===== config.mk =====
export PLATFORM = sky130hd
export DESIGN_NAME = hazard_scoreboard
export DESIGN_NICKNAME = d
export VERILOG_FILES = /design/src/rtl/hazard_pkg.sv /design/src/rtl/mc_slot.sv /design/src/rtl/hazard_scoreboard.sv
export SDC_FILE = /design/constraint.sdc
export NUM_CORES = 1
export LEC_CHECK = 0
export BUFFER_PORTS_ARGS = -buffer_cell sky130_fd_sc_hd__buf_2
export CAP_MARGIN = 20
export CORE_MARGIN = 3
export CORE_UTILIZATION = 55
export CTS_CLUSTER_DIAMETER = 150
export DETAILED_ROUTE_END_ITERATION = 8
export GPL_ROUTABILITY_DRIVEN = 0
export GPL_TIMING_DRIVEN = 0
export PLACE_DENSITY = 0.86
export SYNTH_ARGS = -nofsm -noshare
export SYNTH_HDL_FRONTEND = slang
export SYNTH_SLANG_ARGS = --single-unit

===== constraint.sdc =====
create_clock -name clk -period 4.6 [get_ports clk]
set_input_delay 0.92 -clock clk [delete_from_list [all_inputs] [get_ports clk]]
set_output_delay 0.92 -clock clk [all_outputs]
set_load 0.03 [all_outputs]

===== src/rtl/hazard_pkg.sv =====
// Shared constants for the hazard unit: forwarding mux
// selects and the hard-wired zero register index.
package hazard_pkg;

  localparam logic [1:0] FWD_RF = 2'b00;
  localparam logic [1:0] FWD_W  = 2'b01;
  localparam logic [1:0] FWD_M  = 2'b10;

  localparam int ZERO_REG = 0;

endpackage


===== src/rtl/mc_slot.sv =====
// One in-flight multi-cycle op: holds its destination
// and counts its latency down to a single ready cycle.
module mc_slot
  import hazard_pkg::*;
#(
  parameter int AW = 5,
  parameter int CW = 4
) (
  input  logic          clk,
  input  logic          reset,
  input  logic          load,
  input  logic [CW-1:0] lat,
  input  logic [AW-1:0] dest_in,
  input  logic          retire,
  output logic          busy,
  output logic          ready,
  output logic [AW-1:0] dest
);

  logic          busy_q, busy_d;
  logic [CW-1:0] cnt_q, cnt_d;
  logic [AW-1:0] dest_q, dest_d;

  // Load on issue, clear on retire, otherwise count down to 1.
  always_comb begin
    busy_d = busy_q;
    cnt_d  = cnt_q;
    dest_d = dest_q;
    if (load) begin
      busy_d = 1'b1;
      dest_d = dest_in;
      cnt_d  = (lat == '0) ? CW'(1) : lat;
    end else if (retire) begin
      busy_d = 1'b0;
      cnt_d  = '0;
    end else if (busy_q && cnt_q > CW'(1)) begin
      cnt_d = cnt_q - CW'(1);
    end
  end

  // Slot state register; reset drops any op in flight.
  always_ff @(posedge clk or posedge reset) begin
    if (reset) begin
      busy_q <= 1'b0;
      cnt_q  <= '0;
      dest_q <= AW'(ZERO_REG);
    end else begin
      busy_q <= busy_d;
      cnt_q  <= cnt_d;
      dest_q <= dest_d;
    end
  end

  assign busy  = busy_q;
  assign ready = busy_q && (cnt_q == CW'(1));
  assign dest  = dest_q;

endmodule


===== src/rtl/hazard_scoreboard.sv =====
// Hazard unit: operand forwarding, stall/flush generation
// and a scoreboard of variable-latency mult/div ops.
module hazard_scoreboard
  import hazard_pkg::*;
#(
  parameter int AW       = 5,
  parameter int MC_SLOTS = 2,
  parameter int CW       = 4,
  localparam int SW = (MC_SLOTS > 1) ? $clog2(MC_SLOTS) : 1
) (
  input  logic                clk,
  input  logic                reset,
  input  logic [AW-1:0]       rs_d,
  input  logic [AW-1:0]       rt_d,
  input  logic [AW-1:0]       write_reg_d,
  input  logic                reg_write_d,
  input  logic                branch_d,
  input  logic                mc_start_d,
  input  logic [AW-1:0]       rs_e,
  input  logic [AW-1:0]       rt_e,
  input  logic [AW-1:0]       write_reg_e,
  input  logic                reg_write_e,
  input  logic                mem_to_reg_e,
  input  logic                mc_start_e,
  input  logic [CW-1:0]       mc_lat_e,
  input  logic [AW-1:0]       write_reg_m,
  input  logic                reg_write_m,
  input  logic                mem_to_reg_m,
  input  logic [AW-1:0]       write_reg_w,
  input  logic                reg_write_w,
  output logic                forwardAD,
  output logic                forwardBD,
  output logic [1:0]          forwardAE,
  output logic [1:0]          forwardBE,
  output logic                stall_f,
  output logic                stall_d,
  output logic                flush_e,
  output logic [MC_SLOTS-1:0] mc_busy,
  output logic                mc_wb_valid,
  output logic [AW-1:0]       mc_wb_reg,
  output logic [SW-1:0]       mc_wb_slot
);

  localparam logic [AW-1:0] RZ = AW'(ZERO_REG);

  logic [MC_SLOTS-1:0]         slot_busy;
  logic [MC_SLOTS-1:0]         slot_rdy;
  logic [MC_SLOTS-1:0][AW-1:0] slot_dest;
  logic [MC_SLOTS-1:0]         load;
  logic [MC_SLOTS-1:0]         retire;
  logic                        alloc_done;
  logic                        any_free;
  int unsigned                 nfree;
  logic pend_rs, pend_rt, pend_wd;
  logic lwstall, brstall, rawstall, wawstall, structstall;
  logic stall;

  function automatic logic [1:0] fwd_e(
    input logic [AW-1:0] src,
    input logic [AW-1:0] wm,
    input logic          rwm,
    input logic [AW-1:0] ww,
    input logic          rww
  );
    if (src != RZ && rwm && src == wm) return FWD_M;
    if (src != RZ && rww && src == ww) return FWD_W;
    return FWD_RF;
  endfunction

  assign forwardAE = fwd_e(rs_e, write_reg_m, reg_write_m,
                           write_reg_w, reg_write_w);
  assign forwardBE = fwd_e(rt_e, write_reg_m, reg_write_m,
                           write_reg_w, reg_write_w);

  assign forwardAD = rs_d != RZ && rs_d == write_reg_m
                     && reg_write_m;
  assign forwardBD = rt_d != RZ && rt_d == write_reg_m
                     && reg_write_m;

  genvar g;
  for (g = 0; g < MC_SLOTS; g++) begin : g_slot
    mc_slot #(.AW(AW), .CW(CW)) u_slot (
      .clk     (clk),
      .reset   (reset),
      .load    (load[g]),
      .lat     (mc_lat_e),
      .dest_in (write_reg_e),
      .retire  (retire[g]),
      .busy    (slot_busy[g]),
      .ready   (slot_rdy[g]),
      .dest    (slot_dest[g])
    );
  end

  assign mc_busy  = slot_busy;
  assign any_free = |(~slot_busy);

  // Issue into the lowest-index idle slot; a retiring slot is still busy.
  always_comb begin
    load       = '0;
    alloc_done = 1'b0;
    for (int i = 0; i < MC_SLOTS; i++) begin
      if (!alloc_done && !slot_busy[i]) begin
        load[i]    = mc_start_e;
        alloc_done = 1'b1;
      end
    end
  end

  // Single write-back port: lowest-index ready slot wins.
  always_comb begin
    retire      = '0;
    mc_wb_valid = 1'b0;
    mc_wb_reg   = RZ;
    mc_wb_slot  = '0;
    for (int i = 0; i < MC_SLOTS; i++) begin
      if (!mc_wb_valid && slot_rdy[i]) begin
        retire[i]   = 1'b1;
        mc_wb_valid = 1'b1;
        mc_wb_reg   = slot_dest[i];
        mc_wb_slot  = SW'(i);
      end
    end
  end

  // Registers owed by an in-flight or just-issuing op.
  always_comb begin
    pend_rs = mc_start_e && write_reg_e == rs_d;
    pend_rt = mc_start_e && write_reg_e == rt_d;
    pend_wd = mc_start_e && write_reg_e == write_reg_d;
    for (int i = 0; i < MC_SLOTS; i++) begin
      if (slot_busy[i]) begin
        if (slot_dest[i] == rs_d)        pend_rs = 1'b1;
        if (slot_dest[i] == rt_d)        pend_rt = 1'b1;
        if (slot_dest[i] == write_reg_d) pend_wd = 1'b1;
      end
    end
    pend_rs = pend_rs && rs_d != RZ;
    pend_rt = pend_rt && rt_d != RZ;
    pend_wd = pend_wd && write_reg_d != RZ;
  end

  // Idle slots, before the issuing op in E takes one.
  always_comb begin
    nfree = 0;
    for (int i = 0; i < MC_SLOTS; i++) begin
      nfree = nfree + 32'(!slot_busy[i]);
    end
  end

  assign lwstall = mem_to_reg_e && write_reg_e != RZ
                   && (rs_d == write_reg_e
                   || rt_d == write_reg_e);

  assign brstall = branch_d && (
      (reg_write_e && write_reg_e != RZ
       && (rs_d == write_reg_e || rt_d == write_reg_e))
   || (mem_to_reg_m && write_reg_m != RZ
       && (rs_d == write_reg_m || rt_d == write_reg_m)));

  assign rawstall    = pend_rs || pend_rt;
  assign wawstall    = reg_write_d && pend_wd;
  assign structstall = mc_start_d
                       && (nfree <= 32'(mc_start_e));

  assign stall = lwstall | brstall | rawstall
               | wawstall | structstall;

  assign stall_f = stall;
  assign stall_d = stall;
  assign flush_e = stall;

  a_issue_has_slot: assert property (
    @(posedge clk) disable iff (reset)
    mc_start_e |-> any_free);

endmodule


**Yosys cells after proc, flatten, opt, wreduce, memory -nomap -nowiden**

Index checks and enable logic that the tools add are counted.

- Add/sub/neg operators: 3
- Magnitude comparators: 3
- Equal/unequal tests: 19
- Mux-type cells: 44
- Bitwise gates (word level): 4
- Reduce and logical (&&, ||, !) cells: 52

Operator list:

| operator | number |
|---|---|
| 5-bit == test | 17 |
| 5-bit nonzero test | 7 |
| 1-bit logical AND | 33 |
| 4-bit two-way mux | 7 |
| 1-bit two-way mux | 27 |
| 2-bit two-way mux | 8 |
| 5-bit two-way mux | 2 |
| 4-bit by 1-bit == test with 1-bit output, second input constant | 2 |
| 4-bit by 1-bit greater-than comparator with 1-bit output, second input constant | 2 |
| 4-bit by 1-bit subtractor with 4-bit output, second input constant | 2 |
| 3-bit nonzero test | 2 |
| 4-bit zero test | 1 |
| 1-bit logical OR | 4 |
| 1-bit bitwise OR | 4 |
| 2-bit nonzero test | 2 |
| 1-bit zero test | 3 |
| 1-bit by 1-bit adder with 2-bit output | 1 |
| 2-bit by 1-bit less-or-equal comparator with 1-bit output | 1 |

- Flip-flop bits (word level): 20
- Logic and storage cells: 131

**Depth between registers and ports, before layout**

Gate-level depths: netlist of the first run.

- Word-level depth: 11
- Depth in mapped cells: 8
- Mapped depth without buffers: 7

**By module**

From an unflattened synthesis of the first run, not the netlist that was laid out.

- Cells, all modules: 256
- Area, all modules: 2,199.6 sq um

Modules (own cells, without submodules):

| module | times used | cells an instance | area each (sq um) | sequential area each (sq um) |
|---|---|---|---|---|
| hazard_scoreboard | 1 | 166 | 1,218.7 | 0.0 |
| mc_slot | 2 | 45 | 490.5 | 250.2 |

**Worst setup path after synthesis of the first run**

No wires, ideal clock.

- Path kind: in2out
- Start point: input write_reg_m[2]
- End point: output forwardBE[0]
- Data arrival time: 2.757 ns
- Data required time: 3.680 ns
- Setup slack: 0.923 ns
- Cell stages on the path: 5
- Buffers on the path: 1
- Path through: clkbuf_1 xnor2_1 nand4_1 nor4_1 nor4_1

- Cells in the longest elaborated chain, start to end: 4

Ends and longest elaborated chain:

| element | RTL line | text |
|---|---|---|
| from (decl) | hazard_scoreboard.sv:26 | `input logic [AW-1:0] write_reg_m,` |
| 5-bit == test | hazard_scoreboard.sv:65 | `if (src != RZ && rwm && src == wm) return FWD_M;` |
| 1-bit logical AND | hazard_scoreboard.sv:65 |  |
| 1-bit two-way mux | hazard_scoreboard.sv:65 |  |
| 2-bit two-way mux | hazard_scoreboard.sv:66 | `if (src != RZ && rww && src == ww) return FWD_W;` |
| to (decl) | hazard_scoreboard.sv:34 | `output logic [1:0] forwardBE,` |

Every way passes these cells.

**Final worst setup path of the first run**

- Start point: input write_reg_e[1]
- End point: output stall_d

- Cells in the longest elaborated chain, start to end: 11

Ends and longest elaborated chain:

| element | RTL line | text |
|---|---|---|
| from (decl) | hazard_scoreboard.sv:21 | `input logic [AW-1:0] write_reg_e,` |
| 5-bit == test (on tied branches) | -- |  |
| 1-bit logical AND (on tied branches) | hazard_scoreboard.sv:128, hazard_scoreboard.sv:129 |  |
| 1-bit two-way mux (on tied branches) | hazard_scoreboard.sv:133, hazard_scoreboard.sv:134 |  |
| 1-bit two-way mux | hazard_scoreboard.sv:132 | `if (slot_busy[i]) begin` |
| 1-bit two-way mux (on tied branches) | hazard_scoreboard.sv:133, hazard_scoreboard.sv:134 |  |
| 1-bit two-way mux | hazard_scoreboard.sv:132 |  |
| 1-bit logical AND (on tied branches) | hazard_scoreboard.sv:138, hazard_scoreboard.sv:139 |  |
| 1-bit logical OR | hazard_scoreboard.sv:161 | `assign rawstall = pend_rs \|\| pend_rt;` |
| 1-bit bitwise OR | hazard_scoreboard.sv:166 | `assign stall = lwstall \| brstall \| rawstall` |
| 1-bit bitwise OR (*) (2 in series) | hazard_scoreboard.sv:167 | `\| wawstall \| structstall;` |
| to (decl) | hazard_scoreboard.sv:36 | `output logic stall_d,` |

Every way passes the cells marked *; elsewhere a longest branch is shown, timed or not.

==> results of run 1 <==
-- layout by cell type, fill, tap and decap left out, types with 2 or more instances in the layout --
| cell type | synthesis | routed |
|---|---|---|
| nand4_1 | 7 | 7 |
| mux2_2 | 11 | 11 |
| a21oi_1 | 8 | 8 |
| clkbuf_8 | 0 | 3 |
| inv_1 | 7 | 7 |
| nor3_1 | 6 | 6 |
| buf_4 | 4 | 4 |
| buf_2 | 5 | 57 |
| or4_1 | 6 | 6 |
| buf_1 | 2 | 2 |
| o22ai_1 | 3 | 3 |
| xnor2_1 | 43 | 43 |
| clkbuf_1 | 16 | 16 |
| a22o_1 | 5 | 5 |
| o21ai_0 | 8 | 8 |
| ha_1 | 5 | 5 |
| nor2_1 | 15 | 15 |
| dfrtp_1 | 20 | 20 |
| nand3_1 | 12 | 12 |
| xor2_1 | 35 | 35 |
| buf_6 | 2 | 2 |
| a31oi_1 | 2 | 2 |
| nor4_1 | 12 | 12 |
| nand2_1 | 9 | 9 |
-- power groups by stage --
stage          registers, mW  logic (mW)  clock network, mW
6_report               0.401       0.786              0.115
5_1_grt                0.415       0.876              0.122
4_1_cts                0.399       0.790              0.115
3_5_place_dp           0.402       0.782                  0
3_3_place_gp           0.401       0.757                  0
2_1_floorplan          0.367       0.627                  0
-- final cells by class --
class | count | area [µm²]
Buffer | 29 | 145.1
Clock buffer | 3 | 41.29
Fill cell | 312 | 1207
Inverter | 7 | 26.28
Multi-Input combinational cell | 204 | 1530
Sequential cell | 20 | 500.5
Tap cell | 48 | 60.06
Timing Repair Buffer | 52 | 260.3
-- worst min-delay path by stage --
stage	end	cells past startpoint	slack [ns]	start
final	g_slot[0].u_slot.cnt_q[1]$_DFFE_PP0P_	2	0.56	g_slot[0].u_slot.cnt_q[1]$_DFFE_PP0P_
after global routing	g_slot[0].u_slot.cnt_q[1]$_DFFE_PP0P_	2	0.60	g_slot[0].u_slot.cnt_q[1]$_DFFE_PP0P_
after CTS	g_slot[0].u_slot.cnt_q[3]$_DFFE_PP0P_	2	0.55	g_slot[0].u_slot.cnt_q[3]$_DFFE_PP0P_
after detailed placement	g_slot[0].u_slot.cnt_q[3]$_DFFE_PP0P_	2	0.53	g_slot[0].u_slot.cnt_q[3]$_DFFE_PP0P_
after global placement	g_slot[0].u_slot.cnt_q[3]$_DFFE_PP0P_	2	0.52	g_slot[0].u_slot.cnt_q[3]$_DFFE_PP0P_
after floorplan	g_slot[0].u_slot.cnt_q[3]$_DFFE_PP0P_	2	0.49	g_slot[0].u_slot.cnt_q[3]$_DFFE_PP0P_
-- critical path: cells and delay by family --
kind | cells | cell delay, ns
AOI/OAI and AO/OA | 2 | 0.40
buffers and inverters | 3 | 0.50
and+or+nand+nor | 3 | 0.83
-- stage by stage --
| stage | area, µm² | setup slack (ns) | cells | hold WS [ns] |
|---|---|---|---|---|
| 5_1_grt | 2564 | 0.8300 | 363 | 0.6045 |
| 4_1_cts | 2564 | 1.013 | 363 | 0.5494 |
| 3_3_place_gp | 2522 | 1.059 | 360 | 0.5248 |
| 2_1_floorplan | 2202 | 0.9228 | 260 | 0.4930 |
| 3_5_place_dp | 2522 | 1.014 | 360 | 0.5298 |
| 6_report | 2564 | 1.024 | 363 | 0.5552 |
-- cells by family after synthesis --
| family | after synthesis | synth area share |
|---|---|---|
| AOI/OAI and AO/OA | 33 | 0.09887 |
| xor gates and xnor gates | 78 | 0.3102 |
| adders and majority gates | 6 | 0.03750 |
| buffers and inverters | 36 | 0.07784 |
| DFF | 20 | 0.2273 |
| muxes | 12 | 0.06080 |
| and+or+nand+nor | 75 | 0.1875 |
-- state kept, by name (all words and copies together) (netlist names) --
signal and cells:
g_slot.u_slot.dest 10, g_slot.u_slot.busy 2, g_slot.u_slot.cnt_q 8
-- layer usage --
metal,GRT usage,vias up,wire length [µm]
met4,0.01952,0,14
met1,0.3088,970,2411
met2,0.3761,59,2733
li1,-,1005,-
met5,0,-,0
met3,0.03623,2,294
==> results.json, run 1 <==
{
  "status": "finished clean",
  "synth_common_cells": "43 x xnor2_1, 35 x xor2_1, 20 x dfrtp_1, 16 x clkbuf_1, 15 x nor2_1",
  "yosysTopAreaCell": "dfrtp_1",
  "max_stage_delay_ns": 0.53,
  "critPathCapture": "stall_d",
  "r2r_slack_ns": 2.76,
  "antenna_found_initial": 0,
  "pwr-share-clk": 0.088,
  "root_buffer": "clkbuf_8",
  "end_kind": "output port",
  "synthTopCellsByArea": "dfrtp_1 23%, xnor2_1 17%, xor2_1 14%",
  "path_cells": "clkbuf_1, or4_1, nor2_1, a211oi_1, a2111oi_2, nand3_1, buf_4, buf_2",
  "intPower_uw": 691.4,
  "synth.most_common_cell": "xnor2_1",
  "fin_worst_skew_ns": 0.001179,
  "crit_arrival_ns": 2.66,
  "rsz0062_at_grt": "no",
  "wire_per_inst_um": 15.02,
  "cp-startpoint": "write_reg_e[1]",
  "worstSkewPairLatency_ns": 0.26,
  "coreArea_mm2": 0.003771,
  "grt_max_degree": 21,
  "synth_area_mm2": 0.002202,
  "rows": 22,
  "p_switching_uw": 611.0,
  "seq_power_share": 0.308,
  "syn_area_per_cell_um2": 8.470,
  "vias": 2036,
  "p_total_mw": 1.302,
  "die_area_mm2": 0.004799,
  "synth_top_area_share": 0.2273,
  "grt_pass1_wl_um": 8942,
  "ys_warn_count": 0,
  "drive_gt1_frac": 0.2571,
  "r2r-end": "g_slot[1].u_slot.dest[3]$_DFFE_PP0P_",
  "r2r-start": "g_slot[1].u_slot.busy$_DFFE_PP0P_",
  "clock.fmax_ghz": 0.2796,
  "syn_to_final_growth_pct": 16.42,
  "diodes": 0,
  "synthFlopType": "dfrtp_1",
  "drv_slew": 0,
  "start_util": 0.5839,
  "hold_path.class": "flip-flop to flip-flop",
  "synthArstFlopShare": 1.000,
  "cts_resized": 0,
  "min_period_ns": 3.576,
  "pin_count": 73,
  "switching_share": 0.4691,
  "hold_viol": 0,
  "start_kind": "input port",
  "synthCells": 260,
  "peakVddDrop_v": 0.0003346,
  "ff2ff_path_depth": 5,
  "setup_tns_ns": 0,
  "cts_sinks": 20,
  "critPathKind": "input port to output port",
  "cts_tree": "done",
  "max-slew-margin-rel": 0.4869,
  "synth-edff-count": 0,
  "first_iter_violations": 86,
  "fin_crit_sh": 0.7775,
  "cp_max_fo": 6,
  "h-tree-depth": 1,
  "cp.required_ns": 3.68,
  "powerDensity_mw_per_mm2": 508.0,
  "first_pass_iters": 4,
  "p_comb_frac": 0.604,
  "ys_seq_area_frac": 0.2273,
  "wl_um": 5454,
  "hpwl_um": 4430,
  "yosysUniqueCellTypes": 40,
  "syn_nets": 321,
  "setup_viol": 0,
  "max-clock-path-buffers": 2,
  "cts_made_buffers": 3,
  "drtAntennaViolNets": 0,
  "die_height_um": 69.28,
  "p_leak_nw": 1.103,
  "grt_pass1_vias": 1864,
  "postCtsSetupBuffers": 0,
  "drc": 0,
  "utilization": 0.6798,
  "hold_buffers": 0,
  "worst_pin_slew_ns": 0.7688,
  "grt_use_total": 0.2222,
  "die_x_um": 69.28,
  "drv_cap": 0,
  "via_per_inst": 5.609,
  "critPathSlowestCell": "or4_1",
  "synth.ff_latch_count": 20,
  "nNetsFinal": 378,
  "port_buffers": 52,
  "clkTransAtPathRegs_ns": 0.07,
  "overflow": 0
}
Note: power is estimated with default switching activity, not from simulation.
==> inputs of run 2 (changes only) <==
Settings changed: ABC_AREA set to 1, CORE_UTILIZATION 55 to 53, PLACE_DENSITY 0.86 to 0.82.
Clock period 4.6 ns to 3.3 ns, I/O delays scaled along.
==> results.json, run 2 <==
{
  "status": "finished clean",
  "start_kind": "input port",
  "cts_resized": 0,
  "intPower_uw": 969.7,
  "clock.fmax_ghz": 0.3729,
  "crit_path_frequent_cell": "nand2_1",
  "drv_cap": 0,
  "yosysTopAreaCell": "nand2_1",
  "synth-adder-area-share": 0.03406,
  "synth-simple-area-share": 0.4195,
  "hpwl_um": 5765,
  "setup_viol": 0,
  "die_x_um": 73.64,
  "utilization": 0.6900,
  "seq_power_share": 0.266,
  "grt_pass1_wl_um": 12140,
  "drive_gt1_frac": 0.1807,
  "p_total_mw": 1.939,
  "drv_slew": 0,
  "via_per_inst": 5.391,
  "max_stage_delay_ns": 0.18,
  "critPathCapture": "stall_f",
  "cp.required_ns": 2.64,
  "cts_tree": "done",
  "wire_per_inst_um": 13.13,
  "r2r-start": "g_slot[1].u_slot.busy$_DFFE_PP0P_",
  "rows": 23,
  "antenna_found_initial": 0,
  "synth-edff-count": 0,
  "port_buffers": 68,
  "mostFrequentLayoutCell": "nand2_1",
  "wl_um": 7194,
  "synth_common_cells": "148 x nand2_1, 59 x inv_1, 53 x nor2_1, 30 x o21ai_0, 23 x nand3_1",
  "nNetsFinal": 560,
  "worst_pin_slew_ns": 0.7857,
  "p_comb_frac": 0.603,
  "cp-startpoint": "write_reg_e[1]",
  "critPathSlowestCell": "buf_2",
  "setup_tns_ns": 0,
  "fin_worst_skew_ns": 0.003422,
  "worstSetupPathDepth": 13,
  "path_cells": "buf_2, inv_1, nand2_1, nand2_1, nor2_1, nand3_1, nand2_1, nand3_1, nand2_1, nand2_1, nand3_1, buf_4, buf_2",
  "wl_met2_um": 3191,
  "synthTopCellsByArea": "nand2_1 23%, dfrtp_1 21%, inv_1 9.1%",
  "hold_path.class": "input port to asynchronous set/reset pin",
  "final_cell_mix": "148 x nand2_1, 70 x buf_2, 59 x inv_1, 53 x nor2_1, 30 x o21ai_0",
  "synth.most_common_cell": "nand2_1",
  "diodes": 0,
  "worstSkewPairLatency_ns": 0.26,
  "grt_use_total": 0.2847,
  "cp_max_fo": 7,
  "synth.ff_latch_count": 20,
  "p_switching_uw": 969.1,
  "r2r_slack_ns": 1.55,
  "coreArea_mm2": 0.004202,
  "wl_met3_um": 715,
  "die_area_mm2": 0.005423,
  "synth-xor-area-share": 0.07224,
  "end_kind": "output port",
  "synth_area_mm2": 0.002425,
  "yosysUniqueCellTypes": 33,
  "peakVddDrop_v": 0.0004852,
  "first_pass_iters": 5,
  "crit_buf_inv": 4,
  "hold_buffers": 0,
  "synth_top_area_share": 0.2291,
  "max-slew-margin-rel": 0.4756,
  "ys_warn_count": 0,
  "dr.max_layer_used": "met4",
  "synthCells": 426,
  "cp_top_family": "simple AND/OR/NAND/NOR gates",
  "crit_arrival_ns": 2.02,
  "synthFlopType": "dfrtp_1",
  "grt_pass1_vias": 2740,
  "postCtsSetupBuffers": 0,
  "powerDensity_mw_per_mm2": 668.8,
  "synth_compound_area_frac": 0.1496,
  "cts_made_buffers": 3,
  "clkTransAtPathRegs_ns": 0.08,
  "fin_crit_sh": 0.8126,
  "largest_register_ffs": 10,
  "syn_area_per_cell_um2": 5.692,
  "h-tree-depth": 1,
  "syn_to_final_growth_pct": 19.56,
  "critPathKind": "input port to output port",
  "overflow": 0,
  "synth_top_family_by_area": "simple AND/OR/NAND/NOR gates",
  "synthArstFlopShare": 1.000,
  "r2r-end": "g_slot[1].u_slot.busy$_DFFE_PP0P_",
  "root_buffer": "clkbuf_8",
  "syn_nets": 487,
  "min_period_ns": 2.682,
  "drc": 0,
  "pin_count": 73,
  "max-clock-path-buffers": 2,
  "vias": 2954,
  "start_util": 0.5771,
  "pwr-share-clk": 0.130,
  "die_height_um": 73.64,
  "rsz0062_at_grt": "no",
  "ff2ff_path_depth": 5,
  "muxShareOfSynthArea": 0,
  "first_iter_violations": 181,
  "ys_seq_area_frac": 0.2064,
  "drtAntennaViolNets": 0,
  "switching_share": 0.4999,
  "met1Wirelength_um": 3125,
  "cts_sinks": 20,
  "grt_max_degree": 21,
  "p_leak_nw": 1.691,
  "hold_viol": 0
}
==> run 2: cell count changes after synthesis, sizes merged, moves of 9 or more <==
| cell | previous run | this run |
|---|---|---|
| o21ai | 8 | 32 |
| clkbuf | 16 | 4 |
| nand2 | 9 | 152 |
| nor2 | 16 | 54 |
| nand3 | 12 | 25 |
| o22ai | 3 | 14 |
| mux2 | 11 | 0 |
| xor2 | 35 | 11 |
| xnor2 | 43 | 9 |
| inv | 7 | 59 |
| nor4 | 12 | 3 |
==> run 2: kinds of logic after synthesis <==
logic type,after synthesis
and+or+nand+nor,247
buffers and inverters,71
AOI/OAI and AO/OA,62
xor gates and xnor gates,20
DFF,20
adders and majority gates,6
==> run 2: metrics by stage <==
stage | hold slack [ns] | setup slack (ns) | cells | cell area [µm²]
final | 0.5288 | 0.6183 | 548 | 2899
after floorplan | 0.4746 | 0.1334 | 426 | 2425
after global routing | 0.5918 | 0.4217 | 548 | 2899
after detailed placement | 0.5251 | 0.6362 | 544 | 2828
after global placement | 0.5013 | 0.6824 | 544 | 2828
after CTS | 0.5423 | 0.6324 | 548 | 2899
==> run 2: worst min-delay path by stage <==
stage,from,to
2_1_floorplan,g_slot[1].u_slot.dest[4]$_DFFE_PP0P_,g_slot[1].u_slot.dest[4]$_DFFE_PP0P_
6_report,reset,g_slot[0].u_slot.cnt_q[3]$_DFFE_PP0P_
3_3_place_gp,g_slot[1].u_slot.dest[4]$_DFFE_PP0P_,g_slot[1].u_slot.dest[4]$_DFFE_PP0P_
5_1_grt,reset,g_slot[0].u_slot.cnt_q[2]$_DFFE_PP0P_
3_5_place_dp,g_slot[1].u_slot.dest[4]$_DFFE_PP0P_,g_slot[1].u_slot.dest[4]$_DFFE_PP0P_
4_1_cts,g_slot[1].u_slot.dest[4]$_DFFE_PP0P_,g_slot[1].u_slot.dest[4]$_DFFE_PP0P_
==> run 2: power by group through the flow <==
stage	combinational, mW	clock, mW	sequential, mW
floorplan	0.907	0	0.471
global placement	1.13	0	0.515
detailed placement	1.16	0	0.517
CTS	1.17	0.255	0.511
global route	1.35	0.268	0.534
finish	1.17	0.253	0.516
==> run 2: final cells by class <==
cell class	count	area [µm²]
clock buffers	3	41.29
plain buffers	10	55.05
flip-flops and latches	20	500.5
inverters	61	231.5
clock inverters	1	30.03
multi-input cells	335	1638
well taps	50	62.56
repair buffers	68	340.3
fillers	407	1303
==> run 2: per-layer routing <==
| layer | track usage | up-vias |
|---|---|---|
| met5 | 0 | - |
| met4 | 0.08853 | 0 |
| met3 | 0.03283 | 15 |
| met2 | 0.4715 | 152 |
| met1 | 0.3863 | 1295 |
| li1 | - | 1492 |
==> inputs of run 3 (changes only) <==
Settings changed: ABC_AREA 1 to 0, CORE_UTILIZATION 53 to 52.
Clock period 3.3 ns to 2.65 ns, I/O delays scaled along.
==> results.json, run 3 (synthesized netlist as in run 1, its figures left out) <==
{
  "drv_cap": 0,
  "coreArea_mm2": 0.004029,
  "drtAntennaViolNets": 0,
  "p_leak_nw": 1.176,
  "rows": 23,
  "utilization": 0.6804,
  "pin_count": 73,
  "max-clock-path-buffers": 2,
  "end_kind": "output port",
  "grt_use_total": 0.2223,
  "fin_worst_skew_ns": 0.001221,
  "drive_gt1_frac": 0.3188,
  "clkTransAtPathRegs_ns": 0.07,
  "hpwl_um": 4460,
  "cts_sinks": 20,
  "hold_buffers": 0,
  "wire_per_inst_um": 15.41,
  "setup_viol": 2,
  "hold_path.class": "input port to asynchronous set/reset pin",
  "cp_max_fo": 3,
  "start_kind": "input port",
  "preCtsSetupSlack_ns": -0.1282,
  "root_buffer": "clkbuf_8",
  "rsz0062_at_grt": "yes",
  "final_cell_mix": "53 x buf_2, 43 x xnor2_1, 35 x xor2_1, 20 x dfrtp_1, 13 x nor2_1",
  "switching_share": 0.4615,
  "diodes": 0,
  "grt_pass1_wl_um": 9135,
  "grt_pass1_vias": 1909,
  "via_per_inst": 5.427,
  "crit_arrival_ns": 2.15,
  "die_height_um": 71.08,
  "h-tree-depth": 1,
  "mostFrequentLayoutCell": "buf_2",
  "start_util": 0.5466,
  "cp.required_ns": 2.12,
  "grt_max_degree": 21,
  "max-slew-margin-rel": 0.5030,
  "setup_ws_ns": -0.03427,
  "port_buffers": 52,
  "fin_crit_sh": 1.013,
  "overflow": 0,
  "drc": 0,
  "first_pass_iters": 4,
  "syn_to_final_growth_pct": 24.49,
  "status": "finished with violations",
  "vias": 2008,
  "nNetsFinal": 383,
  "largest_register_ffs": 10,
  "p_total_mw": 2.336,
  "worstSkewPairLatency_ns": 0.25,
  "die_area_mm2": 0.005052,
  "cts_tree": "done",
  "drv_slew": 0,
  "p_comb_frac": 0.618,
  "hold_viol": 0,
  "peakVddDrop_v": 0.0005392,
  "first_iter_violations": 67,
  "critPathKind": "input port to output port",
  "min_period_ns": 2.684,
  "pwr-share-clk": 0.083,
  "violations": "setup timing",
  "clock.fmax_ghz": 0.3725,
  "seq_power_share": 0.299,
  "wl_um": 5702,
  "powerDensity_mw_per_mm2": 852.1,
  "p_switching_mw": 1.078,
  "antenna_found_initial": 0,
  "intPower_mw": 1.258,
  "die_x_um": 71.08,
  "worst_pin_slew_ns": 0.7447,
  "cts_made_buffers": 3
}
==> run 3: what timing repair did <==
action / in CTS / in global routing
endpoints found under the hold margin: 0 / 0
pin swaps: 5 / 8
setup buffers: 2 / 3
setup endpoints to repair: 3 / 3
gates resized for setup: 12 / 22
==> run 3: path summary, 6_finish.rpt <==
path	start	to	slack (ns)	depth (start not counted)
setup / recovery	write_reg_e[0]	stall_d	-0.03	8
hold / removal	reset	g_slot[0].u_slot.dest[0]$_DFFE_PP0P_	0.39	2
setup reg to reg	g_slot[1].u_slot.busy$_DFFE_PP0P_	g_slot[1].u_slot.dest[4]$_DFFE_PP0P_	0.74	5
hold reg to reg	g_slot[0].u_slot.cnt_q[1]$_DFFE_PP0P_	g_slot[0].u_slot.cnt_q[1]$_DFFE_PP0P_	0.55	2
max in group asynchronous	reset	g_slot[1].u_slot.dest[3]$_DFFE_PP0P_	1.79	2
min in group clk	g_slot[0].u_slot.cnt_q[1]$_DFFE_PP0P_	g_slot[0].u_slot.cnt_q[1]$_DFFE_PP0P_	0.55	2
==> run 3: per-stage QoR <==
stage / hold slack (ns) / area [µm²] / TNS [ns] / cells
6_report: 0.3928 / 2741 / -0.06784 / 370
5_1_grt: 0.4439 / 2741 / -0.3659 / 370
3_3_place_gp: 0.5257 / 2566 / -0.2339 / 362
4_1_cts: 0.4208 / 2664 / -0.1833 / 367
3_5_place_dp: 0.5316 / 2566 / -0.2905 / 362
2_1_floorplan: 0.4930 / 2243 / -0.2622 / 260
==> run 3: power groups by stage <==
stage	combinational [mW]	sequential [mW]	clock (mW)
after floorplan	1.12	0.637	0
after global placement	1.34	0.691	0
after detailed placement	1.38	0.698	0
after CTS	1.43	0.692	0.201
after global routing	1.60	0.718	0.213
final	1.44	0.698	0.193
==> run 3: metal layers <==
layer  GRT usage  up-vias  part of all wire  routed length (µm)
met4     0.03132        0            0.0040                  23
li1            -     1014                 -                   -
met3     0.03835        4             0.060                 344
met1      0.3018      924              0.45                2540
met2      0.3800       66              0.49                2794
met5           0        -                 0                   0
==> run 3: area by class of cell <==
| type | count | area [µm²] |
|---|---|---|
| multi-input combinational | 204 | 1589 |
| sequential | 20 | 500.5 |
| clock buffer | 3 | 41.29 |
| fill | 339 | 1287 |
| timing repair buffer | 57 | 310.3 |
| inverter | 7 | 26.28 |
| tap | 50 | 62.56 |
| buffer | 29 | 211.5 |
==> run 3: critical path, cell delays in order <==
cell	delay, ns
buf_12	0.10
or4_4	0.55
nor2_4	0.12
a211oi_2	0.04
a2111oi_2	0.36
nand3_2	0.17
buf_6	0.15
buf_6	0.12
